<file path="config.mk">
export PLATFORM = sky130hd
export DESIGN_NAME = hazard_stall_ctrl
export DESIGN_NICKNAME = d
export VERILOG_FILES = /design/src/rtl/hazard_stall_ctrl.sv
export SDC_FILE = /design/constraint.sdc
export NUM_CORES = 1
export LEC_CHECK = 0
export ABC_CLOCK_PERIOD_IN_PS = 2600
export CAP_MARGIN = 20
export CORE_MARGIN = 8
export CORE_UTILIZATION = 30
export CTS_BUF_LIST = sky130_fd_sc_hd__clkbuf_8
export CTS_CLUSTER_SIZE = 12
export DETAILED_ROUTE_END_ITERATION = 10
export HOLD_SLACK_MARGIN = 0.12
export SYNTH_ARGS = -nofsm -noshare
export SYNTH_HDL_FRONTEND = slang
export SYNTH_SLANG_ARGS = --single-unit
export TNS_END_PERCENT = 100
</file>
<file path="constraint.sdc">
create_clock -name clk -period 2.6 [get_ports clk]
set_clock_uncertainty 0.05 [all_clocks]
set_input_delay 0.39 -clock clk [delete_from_list [all_inputs] [get_ports clk]]
set_output_delay 0.39 -clock clk [all_outputs]
set_load 0.1 [all_outputs]
</file>
<file path="src/rtl/hazard_stall_ctrl.sv">
// -----------------------------------------------------------------------------
// hazard_stall_ctrl
//
// Hazard and stall controller for the 5-stage core. It decides when the front
// end (PC and IF/ID) must hold, when ID/EX receives a bubble, and when IF/ID is
// flushed by a taken branch or jump resolved in ID. It also tracks occupancy of
// the multi-cycle multiply/divide unit (MDU) and keeps two performance counters.
//
// Parameters
//   MULT_LAT       busy cycles after a multiply issues (>= 1)
//   DIV_LAT        busy cycles after a divide issues (>= 1)
//
// Ports
//   clk            pipeline clock, all state updates on the rising edge
//   reset          asynchronous, active-high reset
//   ID_rs/ID_rt    source register fields of the instruction in ID
//   ID_uses_rs/rt  the ID instruction actually reads rs / rt
//   EX_MemRead     the instruction in EX is a load
//   EX_rt          destination register of that load
//   ID_mdu_start   the ID instruction is mult/multu/div/divu
//   ID_mdu_div     qualifies ID_mdu_start: 1 = divide, 0 = multiply
//   ID_hilo_access the ID instruction touches HI/LO (includes MDU starts)
//   ID_branch_taken branch/jump in ID resolved taken
//   PCWrite        PC update enable
//   IF_IDWrite     IF/ID register load enable
//   IF_Flush       IF/ID register clear (wins over IF_IDWrite at the register)
//   ID_EX_Bubble   zero the ID/EX control fields
//   mdu_busy       MDU occupied
//   stall_cycles   number of stalled cycles, wraps modulo 2^32
//   flush_count    number of issued flushes, wraps modulo 2^32
// -----------------------------------------------------------------------------
module hazard_stall_ctrl #(
    parameter int MULT_LAT = 5,
    parameter int DIV_LAT  = 32
) (
    input  logic        clk,
    input  logic        reset,
    input  logic [4:0]  ID_rs,
    input  logic [4:0]  ID_rt,
    input  logic        ID_uses_rs,
    input  logic        ID_uses_rt,
    input  logic        EX_MemRead,
    input  logic [4:0]  EX_rt,
    input  logic        ID_mdu_start,
    input  logic        ID_mdu_div,
    input  logic        ID_hilo_access,
    input  logic        ID_branch_taken,
    output logic        PCWrite,
    output logic        IF_IDWrite,
    output logic        IF_Flush,
    output logic        ID_EX_Bubble,
    output logic        mdu_busy,
    output logic [31:0] stall_cycles,
    output logic [31:0] flush_count
);

    localparam int MAX_LAT = (MULT_LAT > DIV_LAT) ? MULT_LAT : DIV_LAT;
    localparam int CNT_W   = $clog2(MAX_LAT + 1);

    typedef enum logic {
        IDLE = 1'b0,
        BUSY = 1'b1
    } mdu_state_t;

    mdu_state_t       state;
    mdu_state_t       state_next;
    logic [CNT_W-1:0] cnt;
    logic [CNT_W-1:0] cnt_next;

    logic load_use;
    logic mdu_stall;
    logic stall;
    logic flush;

    // Hazard detection. $0 is hardwired, so a load "into" it never hazards.
    always_comb begin
        load_use  = EX_MemRead && (EX_rt != 5'd0) &&
                    ((ID_uses_rs && (ID_rs == EX_rt)) ||
                     (ID_uses_rt && (ID_rt == EX_rt)));
        mdu_stall = (state == BUSY) && ID_hilo_access;
        stall     = load_use || mdu_stall;
        // A stalled branch stays in ID and is re-evaluated, so no flush yet.
        flush     = ID_branch_taken && !stall;
    end

    // MDU state register
    always_ff @(posedge clk or posedge reset) begin
        if (reset) begin
            state <= IDLE;
            cnt   <= '0;
        end else begin
            state <= state_next;
            cnt   <= cnt_next;
        end
    end

    // MDU next-state logic. A start while BUSY is always a hilo access and is
    // therefore stalled, so BUSY never reloads the counter.
    always_comb begin
        state_next = state;
        cnt_next   = cnt;
        case (state)
            IDLE: begin
                if (ID_mdu_start && !stall) begin
                    state_next = BUSY;
                    cnt_next   = ID_mdu_div ? CNT_W'(DIV_LAT) : CNT_W'(MULT_LAT);
                end
            end
            BUSY: begin
                if (cnt == CNT_W'(1)) begin
                    state_next = IDLE;
                    cnt_next   = '0;
                end else begin
                    cnt_next = cnt - CNT_W'(1);
                end
            end
            default: begin
                state_next = IDLE;
                cnt_next   = '0;
            end
        endcase
    end

    // Output logic. Every pipeline control is held inactive while reset is high.
    always_comb begin
        mdu_busy     = (state == BUSY);
        PCWrite      = 1'b0;
        IF_IDWrite   = 1'b0;
        IF_Flush     = 1'b0;
        ID_EX_Bubble = 1'b0;
        if (!reset) begin
            PCWrite      = !stall;
            IF_IDWrite   = !stall;
            IF_Flush     = flush;
            ID_EX_Bubble = stall;
        end
    end

    // Performance counters, free-running and wrapping.
    always_ff @(posedge clk or posedge reset) begin
        if (reset) begin
            stall_cycles <= '0;
            flush_count  <= '0;
        end else begin
            if (stall) begin
                stall_cycles <= stall_cycles + 32'd1;
            end
            if (flush) begin
                flush_count <= flush_count + 32'd1;
            end
        end
    end

endmodule
</file>
==> impl_metrics.json <==
{
  "drtAntennaViolNets": 0,
  "grt_usage_pct": 12.4,
  "first_global_vias": 3189,
  "drv_cap": 0,
  "cts.clk_slew.worst_paths_ns": 0.08,
  "synth_fa_ha_area_share_pct": 1.38,
  "path_cells": "dlygate4sd2_1 > or4_4 > o21a_1 > buf_4 > a21oi_4 > buf_12 > nor2_4 > buf_12",
  "critPathCaptureType": "primary output",
  "rrSetupSlack_ns": 0.41,
  "nets": 487,
  "fmax_mhz": 398,
  "rsz0062_at_grt": "yes",
  "vias_per_cell": 4.89,
  "cts_inserted_buffers": 9,
  "num_vias": 2989,
  "post_synth_inst_count": 348,
  "final.fill_count": 1179,
  "synth-main-ff-cell": "dfrtp_1",
  "min_period_over_period_pct": 96.6,
  "synth-simple-area-share_pct": 24.2,
  "critPathLaunchType": "input port",
  "cp.required_ns": 2.16,
  "core_um2": 11900,
  "whs_endpoint": "stall_cycles[31]",
  "area_delta_synth_final_pct": 34.8,
  "crit_fanout": 7,
  "rr_startpoint": "mdu_busy",
  "wl_um": 9570,
  "yosysSeqAreaShare_pct": 48.8,
  "place_hpwl_um": 7240,
  "drv_slew": 0,
  "tightest_slew_ns": 0.852,
  "reg2reg_depth": 5,
  "finalHoldViolations": 0,
  "critPathMostFrequentCell": "buf_12",
  "max_stage_delay_ns": 0.55,
  "grt_pass1_wl_um": 16200,
  "netlist_top_cells_area": "dfrtp_1 49%, xor2_1 12%, xnor2_1 5.8%, nand2_1 3.9%, nand3_1 2.9%",
  "final.min_clock_period_ns": 2.51,
  "dieArea_um2": 15900,
  "irDropWorstVdd_mv": 0.869,
  "ys_types": 49,
  "clkSinkCount": 71,
  "die_y_um": 126,
  "cp_slowest_cell": "or4_4",
  "power_mw": 4.28,
  "synth_common_cells": "71 x dfrtp_1, 48 x xor2_1, 38 x nand2_1",
  "mappedNetlistArea_um2": 3640,
  "yosys.area.top_type": "dfrtp_1",
  "start_util_pct": 30.5,
  "slew_headroom_pct": 42.4,
  "die_w_um": 126,
  "n_antenna_cell": 0,
  "leakagePower_nw": 2.39,
  "worstHoldPathCells": 1,
  "power_density_nw_per_um2": 873,
  "wl_per_cell_um": 15.7,
  "netlist.area_leader.share_pct": 48.8,
  "cts_tree": "done",
  "ios": 93,
  "fp-row-count": 40,
  "syn-num-nets": 376,
  "setup_viol": 0,
  "antenna_found_initial": 0,
  "htreeDepth": 3,
  "yosysWarnings": 0,
  "drc": 0,
  "first_pass_iters": 4,
  "synth_edf_count": 0,
  "gp_congestion": 0.840,
  "synth-xor-area-share_pct": 17.3,
  "synth_compound_area_share_pct": 4.82,
  "min_from": "stall_cycles[31]",
  "startpoint": "EX_rt[1]",
  "critical_path_class": "in -> out",
  "drt_iter0_markers": 160,
  "outcome": "completed",
  "overflow": 0,
  "clock_path_buffers": 2,
  "r2r_end": "flush_count[26]",
  "synth_top_family_by_area": "simple AND/OR/NAND/NOR gates",
  "hold_class": "reg -> reg",
  "cp.arrival_ns": 2.07,
  "clk_latency_ns": 0.34,
  "avgSynthCellArea_um2": 10.5,
  "synthArstFlopShare_pct": 100,
  "holdWs_ns": 0.423,
  "synth.most_common_cell": "dfrtp_1",
  "final_layout_size_suffix_gt1_share_pct": 27.8,
  "synth_mux_area_share_pct": 0.310,
  "cts_hold_buf": 0,
  "grt_start_max_net_pins": 40,
  "cts_root_buf": "clkbuf_8",
  "portBuffers": 92,
  "synth_seq_cells": 71
}
## where the power goes
group | switching, mW | internal (mW) | leakage [nW]
logic | 1.45 | 0.529 | 1.37
clock network | 0.440 | 0.348 | 0.0870
registers | 0.239 | 1.28 | 0.934
total | 2.13 | 2.16 | 2.39
## per-layer routing
metal	share of wire [%]	up-vias	track usage (%)
li1	-	1442	-
met1	47	1455	15.8
met2	45	83	19.7
met3	7.2	9	4.30
met4	0.87	0	3.33
met5	0	-	0
## worst max path at each step
stage               slack [ns]            to
finish                    0.09  ID_EX_Bubble
global route             -0.02       PCWrite
CTS                       0.07      IF_Flush
detailed placement       -0.15  ID_EX_Bubble
global placement         -0.13  ID_EX_Bubble
floorplan                -0.13       PCWrite
## state kept, by name, summed over array words and instances (netlist names)
| signal | count |
|---|---|
| cnt | 6 |
| mdu_busy | 1 |
| flush_count | 32 |
| stall_cycles | 32 |
## critical path: cells and delay by family
kind            cells  cell delay, ns
buf+inv             4            0.72
simple gates        2            0.59
compound gates      2            0.36
## through the flow
step | cells | instance area (µm²) | util, % | TNS (ns) | setup WS (ns)
global placement | 595 | 4720 | 39.6 | -0.838 | -0.134
CTS | 611 | 4900 | 41.1 | 0 | 0.0652
global route | 611 | 4900 | 41.2 | -0.0456 | -0.0228
finish | 611 | 4900 | 41.2 | 0 | 0.0887
floorplan | 348 | 3670 | - | -0.126 | -0.126
detailed placement | 595 | 4720 | 39.6 | -1.73 | -0.149
## kinds of logic after synthesis
| logic type | Yosys count |
|---|---|
| and+or+nand+nor | 157 |
| xor gates and xnor gates | 72 |
| DFF | 71 |
| AOI/OAI and AO/OA | 22 |
| buffers and inverters | 21 |
| adders and majority gates | 4 |
| muxes | 1 |
## cells in the final DEF (no fill, tap or decap), types with 2 or more instances in the layout
| cell | Yosys | layout |
|---|---|---|
| or2_2 | 4 | 4 |
| nand4_1 | 11 | 11 |
| clkinv_4 | 0 | 2 |
| dlygate4sd2_1 | 0 | 4 |
| buf_12 | 0 | 5 |
| inv_1 | 10 | 10 |
| ha_1 | 4 | 4 |
| and4_1 | 2 | 2 |
| nor3b_1 | 2 | 2 |
| buf_4 | 2 | 83 |
| o22ai_1 | 2 | 2 |
| or4_1 | 2 | 2 |
| nor3_1 | 20 | 20 |
| nor4b_1 | 6 | 6 |
| clkdlybuf4s50_1 | 0 | 18 |
| and2_1 | 2 | 2 |
| nor4_1 | 14 | 14 |
| xnor2_1 | 24 | 24 |
| dfrtp_1 | 71 | 71 |
| nand2b_1 | 3 | 3 |
| nand3_1 | 21 | 21 |
| and3_1 | 5 | 5 |
| clkbuf_8 | 0 | 9 |
| nor2_4 | 1 | 4 |
| xor2_1 | 48 | 48 |
| o2111ai_1 | 2 | 2 |
| o21ai_0 | 4 | 3 |
| nor4_2 | 5 | 5 |
| nand2_1 | 38 | 38 |
| a31o_2 | 2 | 2 |
| clkinvlp_4 | 0 | 2 |
| nor2_1 | 15 | 12 |
## cell type report
type | instances | area [µm²] | share of cell area [%]
timing repair buffer | 111 | 951 | 19.4
clock buffer | 9 | 124 | 2.53
multi-input combinational | 256 | 1780 | 36.3
tap | 147 | 184 | 3.75
sequential | 71 | 1780 | 36.2
inverter | 10 | 37.5 | 0.765
clock inverter | 7 | 50.0 | 1.02
## what timing repair did
action                     4_1_cts  5_1_grt
pin swaps                        1        2
setup endpoints to repair        4        4
gates resized for setup          5        2
setup buffers                    0        0
gates cloned                     0        0
Note: power is estimated with default switching activity, not from simulation.
